==> src/rtl/axis_demux_pkt_pkg.sv <==
// Shared types for the AXI-Stream packet demultiplexer.
package axis_demux_pkt_pkg;

  // Packet-routing FSM: no packet open, or a packet locked to M0 / M1.
  typedef enum logic [1:0] {
    ST_IDLE = 2'd0,
    ST_PKT0 = 2'd1,
    ST_PKT1 = 2'd2
  } state_t;

endpackage

==> src/rtl/axis_demux_pkt_if.sv <==
// Stream bundle for the demux: slave input stream, route select, two master streams.
interface axis_demux_pkt_if #(
  parameter int unsigned DATA_WIDTH = 8
);
  logic                  sel;
  logic [DATA_WIDTH-1:0] S_TDATA;
  logic                  S_TVALID;
  logic                  S_TLAST;
  logic                  S_TREADY;
  logic [DATA_WIDTH-1:0] M0_TDATA;
  logic                  M0_TVALID;
  logic                  M0_TLAST;
  logic                  M0_TREADY;
  logic [DATA_WIDTH-1:0] M1_TDATA;
  logic                  M1_TVALID;
  logic                  M1_TLAST;
  logic                  M1_TREADY;

  // Environment side: drives the slave stream and master readies.
  modport master (
    output sel, S_TDATA, S_TVALID, S_TLAST, M0_TREADY, M1_TREADY,
    input  S_TREADY, M0_TDATA, M0_TVALID, M0_TLAST, M1_TDATA, M1_TVALID, M1_TLAST
  );

  // Demux side: consumes the slave stream, produces both master streams.
  modport slave (
    input  sel, S_TDATA, S_TVALID, S_TLAST, M0_TREADY, M1_TREADY,
    output S_TREADY, M0_TDATA, M0_TVALID, M0_TLAST, M1_TDATA, M1_TVALID, M1_TLAST
  );
endinterface

==> src/rtl/axis_demux_pkt_out_reg.sv <==
// One registered AXI-Stream master output stage (valid/data/last).
module axis_out_reg #(
  parameter int unsigned DATA_WIDTH = 8
) (
  input  logic                  ACLK,
  input  logic                  ARESET,
  input  logic                  load,
  input  logic [DATA_WIDTH-1:0] din_data,
  input  logic                  din_last,
  input  logic                  tready,
  output logic                  tvalid,
  output logic [DATA_WIDTH-1:0] tdata,
  output logic                  tlast,
  output logic                  free
);

  // Register can take a new beat when empty or being drained this cycle.
  assign free = !tvalid || tready;

  // Load wins over drain so a simultaneous drain+load keeps TVALID high.
  always_ff @(posedge ACLK) begin
    if (ARESET) begin
      tvalid <= 1'b0;
      tdata  <= '0;
      tlast  <= 1'b0;
    end else if (load) begin
      tvalid <= 1'b1;
      tdata  <= din_data;
      tlast  <= din_last;
    end else if (tready) begin
      tvalid <= 1'b0;
    end
  end

endmodule

==> src/rtl/axis_demux_pkt.sv <==
// 1-to-2 AXI-Stream packet demux: route locked on first beat until TLAST.
module axis_demux_pkt
  import axis_demux_pkt_pkg::*;
#(
  parameter int unsigned DATA_WIDTH = 8
) (
  input logic              ACLK,
  input logic              ARESET,
  axis_demux_pkt_if.slave  bus
);

  state_t state_q, state_d;
  logic   dest;
  logic   free0, free1;
  logic   accept;
  logic   load0, load1;

  // State register.
  always_ff @(posedge ACLK) begin
    if (ARESET) state_q <= ST_IDLE;
    else        state_q <= state_d;
  end

  // Destination select, ready, per-port load and next state.
  always_comb begin
    state_d = state_q;
    dest    = 1'b0;
    case (state_q)
      ST_IDLE: dest = bus.sel;
      ST_PKT0: dest = 1'b0;
      ST_PKT1: dest = 1'b1;
      default: dest = 1'b0;
    endcase
    // Only the destination's register gates ready: head-of-line blocking.
    bus.S_TREADY = dest ? free1 : free0;
    accept       = bus.S_TVALID && bus.S_TREADY;
    load0        = accept && !dest;
    load1        = accept && dest;
    if (state_q != ST_IDLE && state_q != ST_PKT0 && state_q != ST_PKT1)
      state_d = ST_IDLE;
    if (accept) begin
      if (bus.S_TLAST) state_d = ST_IDLE;
      else             state_d = dest ? ST_PKT1 : ST_PKT0;
    end
  end

  axis_out_reg #(.DATA_WIDTH(DATA_WIDTH)) u_out0 (
    .ACLK     (ACLK),
    .ARESET   (ARESET),
    .load     (load0),
    .din_data (bus.S_TDATA),
    .din_last (bus.S_TLAST),
    .tready   (bus.M0_TREADY),
    .tvalid   (bus.M0_TVALID),
    .tdata    (bus.M0_TDATA),
    .tlast    (bus.M0_TLAST),
    .free     (free0)
  );

  axis_out_reg #(.DATA_WIDTH(DATA_WIDTH)) u_out1 (
    .ACLK     (ACLK),
    .ARESET   (ARESET),
    .load     (load1),
    .din_data (bus.S_TDATA),
    .din_last (bus.S_TLAST),
    .tready   (bus.M1_TREADY),
    .tvalid   (bus.M1_TVALID),
    .tdata    (bus.M1_TDATA),
    .tlast    (bus.M1_TLAST),
    .free     (free1)
  );

endmodule

==> src/flat_wrapper.sv <==
// flat-port wrapper written by rule: the top's interface ports become plain ports
module axis_demux_pkt_flat import axis_demux_pkt_pkg::*;
#(
  parameter int unsigned DATA_WIDTH = 8
)
  (ACLK, ARESET, bus_sel, bus_S_TDATA, bus_S_TVALID, bus_S_TLAST, bus_M0_TREADY, bus_M1_TREADY, bus_S_TREADY, bus_M0_TDATA, bus_M0_TVALID, bus_M0_TLAST, bus_M1_TDATA, bus_M1_TVALID, bus_M1_TLAST);
  axis_demux_pkt_if #(.DATA_WIDTH(DATA_WIDTH)) bus_i ();
  input logic ACLK;
  input logic ARESET;
  input wire logic [$bits(bus_i.sel)-1:0] bus_sel;
  input wire logic [$bits(bus_i.S_TDATA)-1:0] bus_S_TDATA;
  input wire logic [$bits(bus_i.S_TVALID)-1:0] bus_S_TVALID;
  input wire logic [$bits(bus_i.S_TLAST)-1:0] bus_S_TLAST;
  input wire logic [$bits(bus_i.M0_TREADY)-1:0] bus_M0_TREADY;
  input wire logic [$bits(bus_i.M1_TREADY)-1:0] bus_M1_TREADY;
  output wire logic [$bits(bus_i.S_TREADY)-1:0] bus_S_TREADY;
  output wire logic [$bits(bus_i.M0_TDATA)-1:0] bus_M0_TDATA;
  output wire logic [$bits(bus_i.M0_TVALID)-1:0] bus_M0_TVALID;
  output wire logic [$bits(bus_i.M0_TLAST)-1:0] bus_M0_TLAST;
  output wire logic [$bits(bus_i.M1_TDATA)-1:0] bus_M1_TDATA;
  output wire logic [$bits(bus_i.M1_TVALID)-1:0] bus_M1_TVALID;
  output wire logic [$bits(bus_i.M1_TLAST)-1:0] bus_M1_TLAST;
  assign bus_i.sel = bus_sel;
  assign bus_i.S_TDATA = bus_S_TDATA;
  assign bus_i.S_TVALID = bus_S_TVALID;
  assign bus_i.S_TLAST = bus_S_TLAST;
  assign bus_i.M0_TREADY = bus_M0_TREADY;
  assign bus_i.M1_TREADY = bus_M1_TREADY;
  assign bus_S_TREADY = bus_i.S_TREADY;
  assign bus_M0_TDATA = bus_i.M0_TDATA;
  assign bus_M0_TVALID = bus_i.M0_TVALID;
  assign bus_M0_TLAST = bus_i.M0_TLAST;
  assign bus_M1_TDATA = bus_i.M1_TDATA;
  assign bus_M1_TVALID = bus_i.M1_TVALID;
  assign bus_M1_TLAST = bus_i.M1_TLAST;
  axis_demux_pkt #(.DATA_WIDTH(DATA_WIDTH)) u_core (.ACLK(ACLK), .ARESET(ARESET), .bus(bus_i));
endmodule
==> config.mk <==
export PLATFORM = sky130hd
export DESIGN_NAME = axis_demux_pkt_flat
export DESIGN_NICKNAME = d
export VERILOG_FILES = /design/src/rtl/axis_demux_pkt_pkg.sv /design/src/rtl/axis_demux_pkt_if.sv /design/src/rtl/axis_demux_pkt_out_reg.sv /design/src/rtl/axis_demux_pkt.sv /design/src/flat_wrapper.sv
export SDC_FILE = /design/constraint.sdc
export NUM_CORES = 1
export LEC_CHECK = 0
export ABC_AREA = 1
export CORE_UTILIZATION = 35
export CTS_BUF_LIST = sky130_fd_sc_hd__clkbuf_4 sky130_fd_sc_hd__clkbuf_8
export DETAILED_ROUTE_END_ITERATION = 12
export GPL_TIMING_DRIVEN = 0
export PLACE_DENSITY = 0.79
export SLEW_MARGIN = 20
export SYNTH_ARGS = -nofsm -noshare
export SYNTH_HDL_FRONTEND = slang
export SYNTH_SLANG_ARGS = --single-unit
==> constraint.sdc <==
create_clock -name ACLK -period 1.2 [get_ports ACLK]
set_clock_uncertainty 0.05 [all_clocks]
set_input_delay 0.24 -clock ACLK [delete_from_list [all_inputs] [get_ports ACLK]]
set_output_delay 0.24 -clock ACLK [all_outputs]
set_load 0.01 [all_outputs]
Word-level counts from Yosys, hierarchy flattened
Cells that the tools add are included.
{"block": "totals", "regBits": 22, "out_inout_bits": 21, "word_cells": 35}
{"block": "classes", "eq_ne": 3, "n_mux": 10, "reduce_logical": 15}
{"op": "2-bit 2-to-1 mux", "n": 4}
{"op": "2-bit nonzero test", "n": 4}
{"op": "1-bit logical AND", "n": 5}
{"op": "1-bit 2-to-1 mux", "n": 5}
{"op": "1-bit logical NOT", "n": 3}
{"op": "2-bit equality test, second input constant", "n": 1}
{"op": "2-bit logical NOT", "n": 1}
{"op": "1-bit logical OR", "n": 2}
{"op": "2-bit by 1-bit inequality test with 1-bit output, second input constant", "n": 1}
{"op": "2-bit inequality test, second input constant", "n": 1}
{"op": "1-bit case mux with 2 select lines", "n": 1}

Depth between registers and ports, before layout
{"block": "logic_depth", "word_depth": 6, "depth_mapped": 8, "mapped_depth_nobuf": 8}

Hierarchy
A second synthesis with hierarchy kept.
{"block": "unflattened", "cells_unflattened": 112, "hier_area_um2": 869.6}
{"mod": "axis_out_reg", "n_inst": 2, "cells_per_inst": 43, "area_each_um2": 352.8}
{"mod": "axis_demux_pkt", "n_inst": 1, "cells_per_inst": 26, "area_each_um2": 163.9}

Worst setup path before layout
Ideal clock, no wire load.
{"block": "synth_timing", "path_type": "reg2reg", "from": "register u_core.u_out1.tvalid", "to": "register u_core.u_out1.tdata[2]", "setup_ns": 0.067, "t_arrival_ns": 0.973, "required_time_ns": 1.083, "setup_slack_ns": 0.109, "path_stages_with_launch": 8, "n_path_buf": 1, "synth_period_minus_slack_ns": 1.091, "cell_sequence": "dfxtp_1 > inv_1 > nor2_2 > inv_1 > nand3_4 > buf_6 > nand2_1 > a21oi_2"}
{"block": "synth_between", "elab_chain_cells": 5}
{"element": "start: declaration", "line_no": "axis_demux_pkt_out_reg.sv:11", "text": "output logic tvalid,"}
{"element": "start signal: assignment", "line_no": "axis_demux_pkt_out_reg.sv:23", "text": "tvalid <= 1'b0;"}
{"element": "start signal: assignment", "line_no": "axis_demux_pkt_out_reg.sv:27", "text": "tvalid <= 1'b1;"}
{"element": "start signal: assignment", "line_no": "axis_demux_pkt_out_reg.sv:31", "text": "tvalid <= 1'b0;"}
{"element": "1-bit logical NOT", "line_no": "axis_demux_pkt_out_reg.sv:18", "text": "assign free = !tvalid || tready;"}
{"element": "1-bit logical OR", "line_no": "axis_demux_pkt_out_reg.sv:18"}
{"element": "1-bit 2-to-1 mux", "line_no": "axis_demux_pkt.sv:35", "text": "bus.S_TREADY = dest ? free1 : free0;"}
{"element": "1-bit logical AND", "line_no": "axis_demux_pkt.sv:36", "text": "accept = bus.S_TVALID && bus.S_TREADY;"}
{"element": "1-bit logical AND", "line_no": "axis_demux_pkt.sv:38", "text": "load1 = accept && dest;"}
{"element": "end signal: assignment", "line_no": "axis_demux_pkt_out_reg.sv:28", "text": "tdata <= din_data;"}
{"element": "end: declaration", "line_no": "axis_demux_pkt_out_reg.sv:12", "text": "output logic [DATA_WIDTH-1:0] tdata,"}
No other way between the ends.
A chain may end at the register's enable or synchronous reset.

Worst setup path after layout
{"block": "layout_timing", "from": "register u_core.state_q[0]", "to": "output port bus_S_TREADY"}
{"block": "layout_between", "elab_chain_cells": 3, "elab_cells_between_ends": 4}
{"element": "start: declaration", "line_no": "axis_demux_pkt.sv:12", "text": "state_t state_q, state_d;"}
{"element": "start signal: assignment", "line_no": "axis_demux_pkt.sv:21", "text": "else state_q <= state_d;"}
{"element": "2-bit equality test or 2-bit logical NOT (tied branches)", "line_no": "axis_demux_pkt.sv:28", "text": "case (state_q)"}
{"element": "1-bit case mux with 2 select lines *", "line_no": "axis_demux_pkt.sv:28"}
{"element": "1-bit 2-to-1 mux *", "line_no": "axis_demux_pkt.sv:35"}
{"element": "end: declaration", "line_no": "flat_wrapper.sv:16", "text": "output wire logic [$bits(bus_i.S_TREADY)-1:0] bus_S_TREADY;"}
Mark *: on every way between the ends. The rest lies on a longest branch, timed or not.

==> flow_summary.ini <==
[outcome]
status = finished with violations
violations = setup timing

[clocking]
clockBufferDepth = 2
cts.sinks = 22
cts-htree-levels = 1
numCtsBuffers = 3
root_buffer = clkbuf_4
insertion_delay_ps = 300
cts_tree = yes
ctsHoldBuffers = 0
clkSlewWorstSetupHoldPaths_ps = 120

[floorplanning]
core_area_sq_mm = 0.00230
start_util = 0.383
chipHeight_um = 52.2
die_x_um = 52.2
io_pins = 36
rows = 17
die_area_sq_mm = 0.00272

[drt]
drc_errors = 0
ant_nets = 0
via_per_inst = 4.79
drt_iter0_markers = 16
routedWlPerCell_um = 13.4
wirelength_um = 2630
dr.pass1.iters = 4
vias = 938

[synth]
seq_area_frac_synth = 0.500
synth-compound-area-share = 0.138
synthMuxAreaShare = 0
yosysWarnings = 0
syn_nets = 126
ys_ff_latch = 22
synth-simple-area-share = 0.276
synth_area_per_cell_sq_um = 7.94
synthAdderAreaFrac = 0
synth.distinct_cells = 15
synth_xor_area_frac = 0
syn_inst = 111
syn_area_sq_um = 881
synth_top_family_by_area = simple AND/OR/NAND/NOR gates

[global_route]
grt_first_pass_wirelength_um = 3610
grtUsageTotal = 0.180
grt.overflow.total = 0
grt_max_degree = 13
grt_pass1_vias = 893
antenna_found_initial = 0

[cells_and_area]
final_layout_size_suffix_gt1_frac = 0.685
diodes = 0
mostFrequentLayoutCells = nand2_1, a21oi_2, nand2_2, clkbuf_2, dfxtp_2
area_growth_syn_to_layout_pct = 75.4
nNetsFinal = 184
layout.cells.non_filler = 196
final_common_cell = nand2_1

[sta]
fin_ws_ps = -206
tightestPinTransition_ps = 328
fmax_ghz = 0.711
hold_violations = 0
rsz0062_at_grt = yes
hold_ws_ps = 303
min_period_ps = 1410
slew_headroom = 0.781
setup-violations-final = 24
slew_viol_final = 0
fin_crit_sh = 1.17

[setup_path]
slowest_delay_ps = 390
crit_start = u_core.state_q[0]
slowest_stage = dfxtp_1
worstPathArrival_ps = 1120
worstSetupPathType = register to output port
r2r-end = u_core.u_out0.tdata[6]
rr_worst_depth = 8
crit_family = flip-flops
rrSetupSlack_ps = -140
start_kind = register
required_ps = 910
critPathBufInv = 3
r2r_start = u_core.state_q[0]
worstPathMaxFanout = 3
cp-end-kind = output port
worstPathCellList = inv_2 -> nand2_4 -> inv_4 -> nand2_2 -> nand2_1 -> buf_2

[place]
port_buffers = 35
routabilityCongestion = 0.738
dp_cells = 174
post-place-ws_ps = -692
dp_hpwl_um = 1570

[power]
powerDensity_mw_per_mm2 = 1040
leakage_uw = 0.000654
ir_drop_mv = 0.759
power_uw = 1600

[min_path]
hold_start = bus_M0_TREADY
hold_class = primary input to register
hold_depth = 5
hold-path-endpoint = u_core.u_out0.tvalid

[run]
drv_cap = 0
## layout make-up
type                    instances  area [sq um]
fillers                       198           752
multi-input cells              74           509
flip-flops and latches         22           457
repair buffers                 51           405
inverters                      11          53.8
clock buffers                   4          36.3
plain buffers                   4          36.3
well taps                      28          35.0
repair inverters                2          12.5
## per-layer routing
metal / part of all wire / track usage
met1: 0.41 / 0.191
met2: 0.52 / 0.340
met3: 0.066 / 0.0409
met4: 0.0068 / 0.0658
met5: 0 / 0
## registers in the layout, indices dropped and copies added, names as in the netlist
signal,cells
u_core.state_q,2
u_core.u_out0.tvalid,1
u_core.u_out0.tlast,1
u_core.u_out1.tdata,8
u_core.u_out1.tvalid,1
u_core.u_out1.tlast,1
u_core.u_out0.tdata,8
## tightest hold or removal path, cell delays in order
cell            delay (ps)
dlymetal6s2s_1         130
nor2_4                  60
inv_2                   50
buf_6                  100
a21oi_2                 50
## cells by family after synthesis
logic type      after synthesis
compound gates               22
simple gates                 52
flops                        22
buf+inv                      15
## worst max-delay path by stage
| stage | to | cells after the start |
|---|---|---|
| 2_1_floorplan | u_core.u_out1.tdata[2] | 7 |
| 3_3_place_gp | bus_S_TREADY | 8 |
| 3_5_place_dp | bus_S_TREADY | 8 |
| 4_1_cts | bus_S_TREADY | 7 |
| 5_1_grt | bus_S_TREADY | 7 |
| 6_report | bus_S_TREADY | 6 |
## power by group
part / switching, uW / internal [uW] / total, uW
clock: 214 / 185 / 399
combinational: 209 / 192 / 401
sequential: 27.5 / 775 / 803
## cells in the mapped netlist (all sizes together)
cell / instances / share of area
buf: 2 / 0.026
nor2: 2 / 0.014
dfxtp: 22 / 0.50
clkbuf: 2 / 0.0085
inv: 11 / 0.053
a21oi: 22 / 0.14
nand2: 44 / 0.21
nand3: 6 / 0.054
## per-stage QoR
| stage | TNS, ps | cell area (sq um) | utilization |
|---|---|---|---|
| 2_1_floorplan | 0 | 881 | - |
| 3_3_place_gp | -6470 | 1270 | 0.551 |
| 3_5_place_dp | -7020 | 1270 | 0.551 |
| 4_1_cts | -1210 | 1400 | 0.611 |
| 5_1_grt | -3240 | 1550 | 0.673 |
| 6_report | -2140 | 1550 | 0.673 |
## timing repair
item | 4_1_cts | 5_1_grt
setup endpoints to repair | 22 | 43
pin swaps | 21 | 11
gates resized for setup | 63 | 81
gates cloned | 1 | 3
buffers inserted | 9 | 6
Power figures use the tool's default switching activity.
